[src/rtl/imm_gen_pipe.sv]
// imm_gen_pipe: registered RISC-V immediate generator with a two-entry
// (output + skid) buffer on a valid/ready handshake. Unsupported format
// selects are flagged per beat and counted, saturating, on acceptance.
module imm_gen_pipe #(
  parameter int XLEN  = 32,
  parameter int TAG_W = 8,
  parameter int CNT_W = 8
) (
  input  logic             clk,
  input  logic             rst,
  input  logic             in_valid,
  output logic             in_ready,
  input  logic [31:0]      instr,
  input  logic [2:0]       imm_src,
  input  logic [TAG_W-1:0] in_tag,
  output logic             out_valid,
  input  logic             out_ready,
  output logic [XLEN-1:0]  imm_ext,
  output logic [TAG_W-1:0] out_tag,
  output logic             illegal,
  output logic [CNT_W-1:0] err_cnt
);

  typedef struct packed {
    logic [XLEN-1:0]  imm;
    logic [TAG_W-1:0] tag;
    logic             ill;
  } beat_t;

  beat_t           dec;
  beat_t           or_q, sk_q;
  logic            or_v, sk_v;
  logic [CNT_W-1:0] cnt_q;
  logic            accept, deliver;
  logic            unused_opcode;

  // Opcode field is not part of any immediate.
  assign unused_opcode = ^instr[6:0];

  // Combinational format decode on the input side.
  always_comb begin
    dec     = '0;
    dec.tag = in_tag;
    unique case (imm_src)
      3'b000: dec.imm = XLEN'($signed(instr[31:20]));
      3'b001: dec.imm = XLEN'($signed({instr[31:25], instr[11:7]}));
      3'b010: dec.imm = XLEN'($signed({instr[31], instr[7], instr[30:25],
                                       instr[11:8], 1'b0}));
      3'b011: dec.imm = XLEN'($signed({instr[31], instr[19:12], instr[20],
                                       instr[30:21], 1'b0}));
      3'b100: dec.imm = XLEN'($signed({instr[31:12], 12'b0}));
      3'b101: dec.imm = XLEN'(instr[19:15]);
      3'b110: begin
        // RV64 shifts use a 6-bit shamt, RV32 only 5 bits.
        if (XLEN == 64) dec.imm = XLEN'(instr[25:20]);
        else            dec.imm = XLEN'(instr[24:20]);
      end
      default: dec.ill = 1'b1;
    endcase
  end

  // Ready depends only on skid occupancy and reset, never on out_ready.
  assign in_ready = ~sk_v & ~rst;
  assign accept   = in_valid & in_ready;
  assign deliver  = or_v & out_ready;

  // Output/skid register pair: skid refills OR on delivery, new beats
  // land in OR when it is free or draining, otherwise in SK.
  always_ff @(posedge clk or posedge rst) begin
    if (rst) begin
      or_q <= '0;
      or_v <= 1'b0;
      sk_q <= '0;
      sk_v <= 1'b0;
    end else if (deliver) begin
      if (sk_v) begin
        or_q <= sk_q;
        sk_v <= 1'b0;
      end else if (accept) begin
        or_q <= dec;
      end else begin
        or_v <= 1'b0;
      end
    end else if (accept) begin
      if (!or_v) begin
        or_q <= dec;
        or_v <= 1'b1;
      end else begin
        sk_q <= dec;
        sk_v <= 1'b1;
      end
    end
  end

  // Saturating count of illegal formats, taken at acceptance.
  always_ff @(posedge clk or posedge rst) begin
    if (rst)                                   cnt_q <= '0;
    else if (accept && dec.ill && cnt_q != '1) cnt_q <= cnt_q + 1'b1;
  end

  assign out_valid = or_v;
  assign imm_ext   = or_q.imm;
  assign out_tag   = or_q.tag;
  assign illegal   = or_q.ill;
  assign err_cnt   = cnt_q;

endmodule

[config.mk]
export PLATFORM = sky130hd
export DESIGN_NAME = imm_gen_pipe
export DESIGN_NICKNAME = d
export VERILOG_FILES = /design/src/rtl/imm_gen_pipe.sv
export SDC_FILE = /design/constraint.sdc
export NUM_CORES = 1
export LEC_CHECK = 0
export BUFFER_PORTS_ARGS = -buffer_cell sky130_fd_sc_hd__clkbuf_2
export CAP_MARGIN = 10
export CELL_PAD_IN_SITES_DETAIL_PLACEMENT = 0
export CELL_PAD_IN_SITES_GLOBAL_PLACEMENT = 2
export CORE_MARGIN = 2
export CORE_UTILIZATION = 30
export CTS_CLUSTER_DIAMETER = 80
export DETAILED_ROUTE_END_ITERATION = 10
export PLACE_DENSITY_LB_ADDON = 0.1
export REMOVE_ABC_BUFFERS = 1
export SYNTH_ARGS = -nofsm -noshare
export SYNTH_HDL_FRONTEND = slang
export SYNTH_SLANG_ARGS = --single-unit
[constraint.sdc]
create_clock -name clk -period 3 [get_ports clk]
set_clock_uncertainty 0.2 [all_clocks]
set_input_delay 0.6 -clock clk [delete_from_list [all_inputs] [get_ports clk]]
set_output_delay 0.6 -clock clk [all_outputs]
set_load 0.005 [all_outputs]
== Word level (Yosys, flattened, before mapping) ==
Index checks and enable logic that the tools add are counted.

* Bits in registers: 92
* Input port bits: 47
* Output and inout bits: 51
* Word-level logic and storage cells: 51

* Add/sub/neg operators: 1
* Equal/unequal tests: 10
* Muxes and demuxes: 14
* Bitwise logic cells: 6
* Reductions and logical operators: 11

{| class="wikitable"
|+ Operators by type and width
! operator !! count
|-
| $pmux 32 s7 || 1
|-
| $mux 41 || 5
|-
| $eq 3x3->1 const B || 3
|-
| $reduce_and 3->1 || 3
|-
| $add 8x1->8 const B || 1
|-
| $mux 1 || 8
|-
| $ne 8x8->1 const B || 1
|-
| $reduce_or 7->1 || 1
|-
| $eq 3x2->1 const B || 2
|-
| $reduce_bool 2->1 || 3
|-
| $ne 2x2->1 const B || 2
|-
| $and 1x1->1 || 3
|-
| $eq 3x1->1 const B || 1
|-
| $logic_not 3->1 || 1
|-
| $not 1->1 || 3
|-
| $logic_and 1x1->1 || 2
|-
| $ne 2x1->1 const B || 1
|-
| $reduce_and 2->1 || 1
|}

== Longest topological paths before layout ==
Gate-level depths: netlist (run 1).

* Word-level depth: 6
* Mapped depth: 7
* Mapped depth without buffers: 4

== Worst setup path before layout (run 1) ==
Ideal clock, no wire load.

* Path type: input -> register
* Start: input rst
* End: register sk_v
* Library setup time: 0.085 ns
* Arrival time: 2.903 ns
* Required time: 2.715 ns
* Path slack: -0.188 ns
* Stages on the path: 3
* Buffers on the path: 0
* Path through: inv_1 > a31oi_1 > a21oi_1

* Word-level cells in the longest chain between the ends: 5

{| class="wikitable"
|+ RTL lines
! what !! RTL line !! text
|-
| from (decl) || 10 || <nowiki>input logic rst,</nowiki>
|-
| $not 1->1 || 63 || <nowiki>assign in_ready = ~sk_v & ~rst;</nowiki>
|-
| $and 1x1->1 || 63 ||
|-
| $and 1x1->1 || 64 || <nowiki>assign accept = in_valid & in_ready;</nowiki>
|-
| $reduce_bool 2->1 (no source line) || - ||
|-
| $reduce_and 2->1 (no source line) || - ||
|-
| to (signal assigned) || 74 || <nowiki>sk_v <= 1'b0;</nowiki>
|-
| to (signal assigned) || 78 || <nowiki>sk_v <= 1'b0;</nowiki>
|-
| to (signal assigned) || 90 || <nowiki>sk_v <= 1'b1;</nowiki>
|-
| to (decl) || 32 || <nowiki>logic or_v, sk_v;</nowiki>
|}

Every way passes these cells.
A chain may end at the register's enable or synchronous reset.

== Final worst setup path (run 1) ==
* Start: register sk_v
* End: register or_q, in the netlist imm_ext[11]

* Word-level cells in the longest chain between the ends: 5
* Elaborated cells on any way between the ends: 8
* Those cells by class: mux: 2; bitwise: 3; reduce/logical: 3

{| class="wikitable"
|+ RTL lines
! what !! RTL line !! text
|-
| $not 1->1 || 63 ||
|-
| $and 1x1->1 || 63 ||
|-
| $and 1x1->1 || 64 ||
|-
| $reduce_bool 2->1 (no source line) || - ||
|-
| $reduce_and 3->1 (no source line) || - ||
|-
| to (signal assigned) || 77 || <nowiki>or_q <= sk_q;</nowiki>
|-
| to (decl) || 31 || <nowiki>beat_t or_q, sk_q;</nowiki>
|}

Several ways; a longest one is shown, not always the timed one.

==> flow_summary.ini, run 1 <==
[critical_path]
critPathTopFamily = compound AO/OA/AOI/OAI gates
timing.rr.start = sk_v
cp-start-kind = flip-flop
cp_slowest_cell = or3b_4
cp.required_ns = 3.03
rr_endpoint = imm_ext[11]
worst-path-buf-inv = 1
cpPeakStageDelay_ns = 0.47
rr_worst_depth = 5
end_kind = flip-flop
worstPathCellList = or3b_4, a21o_1, buf_4, a21oi_1, a21oi_1
arrival_ns = 2.19
crit_top_cell = a21oi_1
worstPathMaxFanout = 15
r2r_slack_ns = 0.84
crit_type = flip-flop to flip-flop

[logic_synthesis]
yosys-top-cells-area = dfrtp_1 (53%), mux2_2 (7.3%), a21oi_1 (5.8%)
yosysWarnings = 0
syn_inst = 439
synth-async-reset-ratio_pct = 100
synth-seq-cells = 92
synth_area_mm2 = 0.00433
synth_flop_cell = dfrtp_1
yosysSeqAreaShare_pct = 53.2
syn_avg_cell_area_um2 = 9.86
synth_cell_types = 41
synth_area_leader_cell = dfrtp_1
yosysTopAreaCellShare_pct = 53.2
synth_edf_count = 0

[clock_tree]
cts-resized-gates = 0
clockBufferDepth = 2
hold_buffers = 0
cts_made_buffers = 9
postCtsSetupRepairBufs = 0
clock_latency_ns = 0.34
cts_tree = built
numClockSinks = 92
root_buffer = clkbuf_16
h-tree-depth = 3
clk_transition_reported_paths_ns = 0.06

[final_layout]
fin_util_pct = 38.1
finalNonFillerCells = 711
areaGrowthSynthToFinish_pct = 23.1
layout-drive-gt1-share_pct = 30.1
final_net_count = 574
num_antenna_cells = 0

[outcome]
status = completed

[routing]
vias_per_cell = 4.88
drt_iter0_markers = 258
wl_per_cell_um = 16.1
num_vias = 3473
drcViolationCount = 0
dr.pass1.iters = 4
totalWireLength_mm = 11.4
postRouteAntennaNets = 0

[worst_hold_path]
hp-class = primary input to async pin

[timing]
maxSlewHeadroom_pct = 43.2
finalMaxSlewViolations = 0
finalHoldViolCount = 0
min_period_over_period_pct = 71.9
max_freq_ghz = 0.464
tightest_slew_ns = 0.848
setup_viol = 0
rsz0062_at_grt = false
fin_crit_ns = 2.16

[placed_design]
dp_hpwl_mm = 7.77
dpl.cell_count = 695
io_buffers = 90
place.gp.congestion = 0.765

[floorplan]
core_area_mm2 = 0.0140
io_pins = 98
start_util_pct = 31.0
die_area_mm2 = 0.0154
die_x_um = 124
die_h_um = 124
core.rowCount = 43

[grt]
grt_max_degree = 71
grt_pass1_wl_mm = 18.4
gr-total-overflow = 0
grt_pass1_vias = 3415
antenna_found_initial = 0
track_usage_pct = 15.8

[pwr]
power.density_mw_per_mm2 = 838
ir_worst_vdd_mv = 0.285
net-switching-power_mw = 1.45
power_frac_seq_pct = 45.5
p_clk_share_pct = 24.3
power.total_mw = 4.47
power_frac_comb_pct = 30.1
p_int_mw = 3.02
p_sw_share_pct = 32.5
p_leak_nw = 2.55

[flow_run]
max-cap-violations = 0
cells in the mapped netlist, types with 2 or more instances:
master / n
a31oi_1: 10
a22oi_1: 12
dfrtp_1: 92
buf_4: 2
nor2b_1: 6
nand2_1: 59
buf_1: 2
o21ai_1: 11
buf_6: 2
mux2_2: 28
nor2_1: 33
xnor2_1: 2
a21oi_1: 50
a22o_1: 4
nand3_1: 10
nand2b_1: 6
o21ai_0: 35
mux2i_1: 11
and3_1: 2
nand4_1: 3
clkbuf_1: 17
inv_1: 4
buf_2: 9
a21o_1: 5
o22a_1: 8
worst max path at each step:
stage,from,cells after the start,slack [ns],endpoint
after global placement,imm_src[2],5,0.54,imm_ext[26]
after global routing,sk_v,4,0.75,imm_ext[3]
after CTS,sk_v,5,0.83,imm_ext[11]
final,sk_v,5,0.84,imm_ext[11]
after floorplan,rst,1,-0.21,err_cnt[0]
after detailed placement,imm_src[2],5,0.57,imm_ext[21]
power by group through the flow:
stage	registers, mW	clock network [mW]	logic [mW]
detailed placement	2.06	0	1.37
global route	2.11	1.17	1.56
global placement	2.04	0	1.35
floorplan	2.02	0	0.759
finish	2.04	1.09	1.35
CTS	2.04	1.12	1.38
cells by family after synthesis:
logic type | synth area share, %
buf+inv | 3.90
mux | 10.1
compound gates | 18.6
flops | 53.2
xor+xnor | 0.607
fa+ha+maj | 0.289
simple gates | 13.3
per-stage QoR:
| step | hold slack (ns) | instance area [um^2] | setup TNS [ns] | worst slack, ns |
|---|---|---|---|---|
| 2_1_floorplan | 0.249 | 4180 | -19.65 | -0.212 |
| 3_3_place_gp | 0.261 | 5050 | 0 | 0.537 |
| 3_5_place_dp | 0.271 | 5050 | 0 | 0.574 |
| 4_1_cts | 0.0578 | 5330 | 0 | 0.826 |
| 5_1_grt | 0.0845 | 5330 | 0 | 0.753 |
| 6_report | 0.0517 | 5330 | 0 | 0.844 |
layout by cell type, fill, tap and decap left out, types with 3 or more instances in the layout:
| cell | netlist | layout |
|---|---|---|
| buf_12 | 0 | 3 |
| a22o_1 | 4 | 4 |
| o21ai_0 | 35 | 35 |
| nor2b_1 | 6 | 5 |
| o21ai_1 | 11 | 11 |
| buf_4 | 2 | 15 |
| a31oi_1 | 10 | 10 |
| dfrtp_1 | 92 | 92 |
| a22oi_1 | 12 | 12 |
| mux2_2 | 28 | 28 |
| nand3_1 | 10 | 8 |
| inv_1 | 4 | 3 |
| nand2b_1 | 6 | 6 |
| clkbuf_16 | 0 | 9 |
| a21oi_1 | 50 | 50 |
| mux2i_1 | 11 | 11 |
| nand4_1 | 3 | 3 |
| clkbuf_2 | 0 | 90 |
| o22a_1 | 8 | 8 |
| a21o_1 | 5 | 5 |
| nand2_1 | 59 | 59 |
| clkinv_2 | 0 | 3 |
| nor2_1 | 33 | 33 |
flip-flops by register name, summed over array words and instances, names as in the netlist:
signal	flops
sk_q	41
err_cnt	8
imm_ext	32
illegal	1
sk_v	1
out_tag	8
out_valid	1
metal layers:
layer | wire [um] | vias up | GRT usage, % | part of all wire (%)
met1 | 5660 | 1663 | 22.3 | 50
met4 | 167 | 0 | 5.90 | 1.5
met3 | 538 | 11 | 2.84 | 4.7
met2 | 5050 | 74 | 24.3 | 44
met5 | 0 | - | 0 | 0
li1 | - | 1725 | - | -
layout make-up:
class	count	area (um^2)
fill	1452	8660
sequential	92	2300
multi-input combinational	311	1880
timing repair buffer	108	623
clock buffer	12	256
tap	180	225
clock inverter	4	23.8
inverter	4	17.5
(Power assumes the default switching activity.)
==> inputs of run 2 (changes only) <==
--- a/config.mk
+++ b/config.mk
@@ -5,12 +5,13 @@
 export SDC_FILE = /design/constraint.sdc
 export NUM_CORES = 1
 export LEC_CHECK = 0
+export ABC_AREA = 1
 export BUFFER_PORTS_ARGS = -buffer_cell sky130_fd_sc_hd__clkbuf_2
 export CAP_MARGIN = 10
 export CELL_PAD_IN_SITES_DETAIL_PLACEMENT = 0
 export CELL_PAD_IN_SITES_GLOBAL_PLACEMENT = 2
 export CORE_MARGIN = 2
-export CORE_UTILIZATION = 30
+export CORE_UTILIZATION = 31
 export CTS_CLUSTER_DIAMETER = 80
 export DETAILED_ROUTE_END_ITERATION = 10
 export PLACE_DENSITY_LB_ADDON = 0.1
==> constraint.sdc (replaced) <==
create_clock -name clk -period 2.1 [get_ports clk]
set_clock_uncertainty 0.2 [all_clocks]
set_input_delay 0.42 -clock clk [delete_from_list [all_inputs] [get_ports clk]]
set_output_delay 0.42 -clock clk [all_outputs]
set_load 0.005 [all_outputs]
==> run 2 against run 1 <==
Compared with the run above:
- cell area shrank 0.26%
- critical path type is now primary input to output port
- critical path depth shrank 1
- sequential power grew 46%
- worst hold slack gained 0.039 ns
- clock power grew 36%
- register-to-register slack lost 0.53 ns
==> flow_summary.ini, run 2 <==
[timing]
maxSlewHeadroom_pct = 72.3
tightest_slew_ns = 0.415
finalMaxSlewViolations = 0
fin_crit_ns = 1.97
min_period_over_period_pct = 93.8
setup_viol = 0
rsz0062_at_grt = false
finalHoldViolCount = 0
max_freq_ghz = 0.508
setup_ws_ns = 0.130

[clock_tree]
cts_made_buffers = 9
clockBufferDepth = 2
cts_tree = built
numClockSinks = 92
root_buffer = clkbuf_16
h-tree-depth = 3
cts-resized-gates = 0
clock_latency_ns = 0.34
clk_transition_reported_paths_ns = 0.06

[final_layout]
regArea_mm2 = 0.00230
final_common_cell = nand2_1
num_antenna_cells = 0
multiInputGateArea_mm2 = 0.00182
areaGrowthSynthToFinish_pct = 22.6
largest_register_ffs = 41
fillCellCount = 1485
largest_register = sk_q
final_cell_mix = nand2_1 (193), dfrtp_1 (92), clkbuf_2 (90), nor2_1 (62), o21ai_0 (46)
layout-drive-gt1-share_pct = 21.0
final_net_count = 679
fin_util_pct = 38.6

[pwr]
net-switching-power_mw = 2.15
p_leak_nw = 2.77
power.total_mw = 6.34
power_frac_seq_pct = 46.8
ir_worst_vdd_mv = 0.401
p_sw_share_pct = 33.8
power_frac_comb_pct = 29.8
p_clk_share_pct = 23.4
p_int_mw = 4.20
power.density_mw_per_mm2 = 1190

[grt]
grt_pass1_wl_mm = 19.3
gr-total-overflow = 0
antenna_found_initial = 0
grt_pass1_vias = 3741
grt_max_degree = 70
track_usage_pct = 16.7

[placed_design]
dp_hpwl_mm = 7.61
pre_cts_slack_ns = 0.145
place.gp.congestion = 0.729
io_buffers = 90

[floorplan]
die_area_mm2 = 0.0150
die_x_um = 122
die_h_um = 122
core_area_mm2 = 0.0138
io_pins = 98
start_util_pct = 31.5
core.rowCount = 43

[logic_synthesis]
syn_inst = 542
yosysSeqAreaShare_pct = 53.1
yosys-top-cells-area = dfrtp_1 (53%), nand2_1 (17%), nor2_1 (5.4%)
synth_top_cells_by_count = nand2_1 (193), dfrtp_1 (92), nor2_1 (62)
synth_flop_cell = dfrtp_1
synth-async-reset-ratio_pct = 100
yosysMostFrequentCell = nand2_1
yosysTopAreaCellShare_pct = 53.1
synth_area_leader_cell = dfrtp_1
synth_area_mm2 = 0.00434
synth_cell_types = 26
synth-seq-cells = 92
syn_avg_cell_area_um2 = 8.01
synth_edf_count = 0
yosysWarnings = 0

[critical_path]
rr_endpoint = err_cnt[7]
cp.required_ns = 1.48
r2r_slack_ns = 0.31
crit_type = primary input to output port
cp-start-kind = primary input
worstPathMaxFanout = 3
timing.rr.start = err_cnt[0]
end_kind = output port
arrival_ns = 1.35
rr_worst_depth = 8

[outcome]
status = completed

[worst_hold_path]
holdPathEnd = sk_q[5]
hold_depth = 3
min-delay-start = in_tag[4]
hp-class = primary input to flip-flop

[routing]
num_vias = 3829
dr.pass1.iters = 4
vias_per_cell = 4.70
totalWireLength_mm = 11.8
drt_iter0_markers = 227
wl_per_cell_um = 14.5
drcViolationCount = 0
postRouteAntennaNets = 0

[flow_run]
max-cap-violations = 0
==> run 2: routing by layer <==
layer  vias to the layer above  GRT usage [%]  part of all wire [%]
met2                        84           27.0                    45
met4                         0           6.25                   1.2
met1                      1778           22.0                    48
met3                        12           3.39                   5.1
met5                         -              0                     0
li1                       1955              -                     -
==> run 2: worst max-delay path by stage <==
stage          slack, ns          end        from
6_report            0.13     in_ready         rst
5_1_grt             0.08   err_cnt[1]         rst
4_1_cts             0.12     in_ready         rst
3_5_place_dp        0.15     sk_q[25]  imm_src[2]
3_3_place_gp        0.19  imm_ext[16]  imm_src[2]
2_1_floorplan      -0.93   err_cnt[0]         rst
==> run 2: repair_timing <==
item	4_1_cts	5_1_grt
buffers inserted	0	0
hold endpoints to repair	7	0
hold buffers	1	0
==> run 2: cells by family after synthesis <==
| logic type | count (synthesis) | synth area share, % |
|---|---|---|
| simple gates | 299 | 27.9 |
| compound gates | 97 | 12.5 |
| flops | 92 | 53.1 |
| buf+inv | 46 | 4.90 |
| xor+xnor | 7 | 1.41 |
| fa+ha+maj | 1 | 0.288 |
==> run 2: layout make-up <==
cell class	count	area share, %
sequential	92	43.3
multi-input combinational	404	34.3
tap	180	4.23
clock inverter	2	0.235
inverter	18	1.36
clock buffer	12	4.63
timing repair buffer	106	12.0
==> run 2: worst max-delay path, stage by stage <==
cell and delay (ns):
dlygate4sd3_1 0.53, clkbuf_2 0.15, nor2_4 0.12, clkbuf_2 0.13
==> run 2: power by group through the flow <==
stage / Clock (mW) / Combinational, mW / Sequential [mW]
3_3_place_gp: 0 / 1.90 / 2.98
4_1_cts: 1.55 / 1.94 / 2.98
5_1_grt: 1.62 / 2.22 / 3.08
3_5_place_dp: 0 / 1.93 / 3.01
2_1_floorplan: 0 / 1.07 / 2.95
6_report: 1.48 / 1.89 / 2.97
==> run 2: stage by stage <==
stage	std cells	setup TNS (ns)	area (um^2)	hold slack, ns
3_5_place_dp	799	0	5050	0.264
5_1_grt	814	0	5320	0.0958
3_3_place_gp	799	0	5050	0.261
6_report	814	0	5320	0.0907
4_1_cts	814	0	5320	0.0772
2_1_floorplan	514	-96.79	4200	0.248
==> inputs of run 3 (changes only) <==
--- a/config.mk
+++ b/config.mk
@@ -9,9 +9,9 @@
 export BUFFER_PORTS_ARGS = -buffer_cell sky130_fd_sc_hd__clkbuf_2
 export CAP_MARGIN = 10
 export CELL_PAD_IN_SITES_DETAIL_PLACEMENT = 0
-export CELL_PAD_IN_SITES_GLOBAL_PLACEMENT = 2
+export CELL_PAD_IN_SITES_GLOBAL_PLACEMENT = 1
 export CORE_MARGIN = 2
-export CORE_UTILIZATION = 31
+export CORE_UTILIZATION = 39
 export CTS_CLUSTER_DIAMETER = 80
 export DETAILED_ROUTE_END_ITERATION = 10
 export PLACE_DENSITY_LB_ADDON = 0.1
==> run 3 against run 2 <==
Compared with the run above:
- clock power is 7% lower
- critical path depth did not move
- combinational power hardly changed
- via count unchanged
- critical endpoint unchanged
==> flow_summary.ini, run 3 (synthesis results as in run 2) <==
[outcome]
status = completed

[pwr]
power.density_mw_per_mm2 = 1190
ir_worst_vdd_mv = 0.459
p_leak_nw = 2.75
power.total_mw = 6.21

[worst_hold_path]
hp-class = primary input to flip-flop

[clock_tree]
cts_made_buffers = 9
postCtsSetupRepairBufs = 0
numClockSinks = 92
h-tree-depth = 3
clk_transition_reported_paths_ns = 0.10
clockBufferDepth = 2
clock_latency_ns = 0.36
cts_tree = built
root_buffer = clkbuf_8

[placed_design]
io_buffers = 90
dpl.cell_count = 759
place.gp.congestion = 0.829
dp_hpwl_mm = 7.09

[final_layout]
final_cell_mix = nand2_1 (193), dfrtp_1 (92), clkbuf_2 (90), nor2_1 (62), o21ai_0 (46)
final_net_count = 679
fin_util_pct = 48.2
layout-drive-gt1-share_pct = 21.5
final_common_cell = nand2_1
regArea_mm2 = 0.00230
largest_register = sk_q
finalNonFillerCells = 776
areaGrowthSynthToFinish_pct = 20.5
num_antenna_cells = 0
multiInputGateArea_mm2 = 0.00182
fillCellCount = 1085
largest_register_ffs = 41

[critical_path]
crit_type = primary input to output port
crit_top_cell = clkbuf_2
cp-start-kind = primary input
cp_slowest_cell = dlygate4sd3_1
worst-path-buf-inv = 3
worstPathMaxFanout = 3
cp.required_ns = 1.48
end_kind = output port
critPathTopFamily = buffers and inverters
arrival_ns = 1.36
cpPeakStageDelay_ns = 0.53
worstPathCellList = dlygate4sd3_1, clkbuf_2, nor2_4, clkbuf_2

[floorplan]
core_area_mm2 = 0.0108
core.rowCount = 38
die_x_um = 109
io_pins = 98
start_util_pct = 40.0
die_area_mm2 = 0.0120
die_h_um = 109

[routing]
dr.pass1.iters = 5
num_vias = 3829
postRouteAntennaNets = 0
totalWireLength_mm = 10.8
drt_iter0_markers = 197
vias_per_cell = 4.93
wl_per_cell_um = 13.9
drcViolationCount = 0

[timing]
rsz0062_at_grt = false
setup_viol = 0
max_freq_ghz = 0.506
finalHoldViolCount = 0
finalMaxSlewViolations = 0
min_period_over_period_pct = 94.2
maxSlewHeadroom_pct = 73.2
tightest_slew_ns = 0.402
fin_crit_ns = 1.98

[grt]
grt_pass1_vias = 3610
antenna_found_initial = 0
gr-total-overflow = 0
grt_pass1_wl_mm = 17.9
grt_max_degree = 49
track_usage_pct = 19.2

[flow_run]
max-cap-violations = 0
[run 3: per-layer routing]
layer	wire, um	vias up	global-route usage (%)
met3	592	10	3.26
li1	-	1951	-
met2	5000	95	32.0
met1	5110	1773	25.6
met5	0	-	0
met4	113	0	6.24
[run 3: layout make-up]
type,instances,share of cell area [%]
Sequential cell,92,44.0
Multi-Input combinational cell,404,34.9
Timing Repair Buffer,106,11.9
Tap cell,140,3.35
Clock buffer,10,2.63
Clock inverter,6,1.79
Inverter,18,1.39
[run 3: path summary, 6_finish.rpt]
path	startpoint	slack, ns	endpoint	depth (start not counted)
worst max-delay path	rst	0.12	in_ready	4
worst min-delay path	out_ready	0.06	sk_v	2
worst max register to register	err_cnt[0]	0.33	err_cnt[7]	8
worst min register to register	sk_q[4]	0.29	sk_q[4]	2
max in group asynchronous	rst	0.85	sk_q[36]	4
min in group asynchronous	rst	0.33	sk_v	3
[run 3: repair_timing]
action                                 CTS  global route
hold buffers                             1             0
endpoints found under the hold margin   10             0
gates resized for setup                  0             0
[run 3: through the flow]
| step | hold WS, ns | cell area [um^2] | worst slack, ns | setup TNS [ns] |
|---|---|---|---|---|
| after detailed placement | 0.184 | 4990 | 0.145 | 0 |
| final | 0.0624 | 5230 | 0.122 | 0 |
| after global routing | 0.0722 | 5230 | 0.0794 | 0 |
| after floorplan | 0.248 | 4200 | -0.930 | -96.79 |
| after global placement | 0.175 | 4990 | 0.186 | 0 |
| after CTS | 0.0427 | 5230 | 0.113 | 0 |
[run 3: report_power, final]
group	leakage, nW	switching (mW)	internal, mW
Sequential	1.16	0.440	2.52
Combinational	1.48	1.02	0.836
Clock	0.113	0.670	0.714
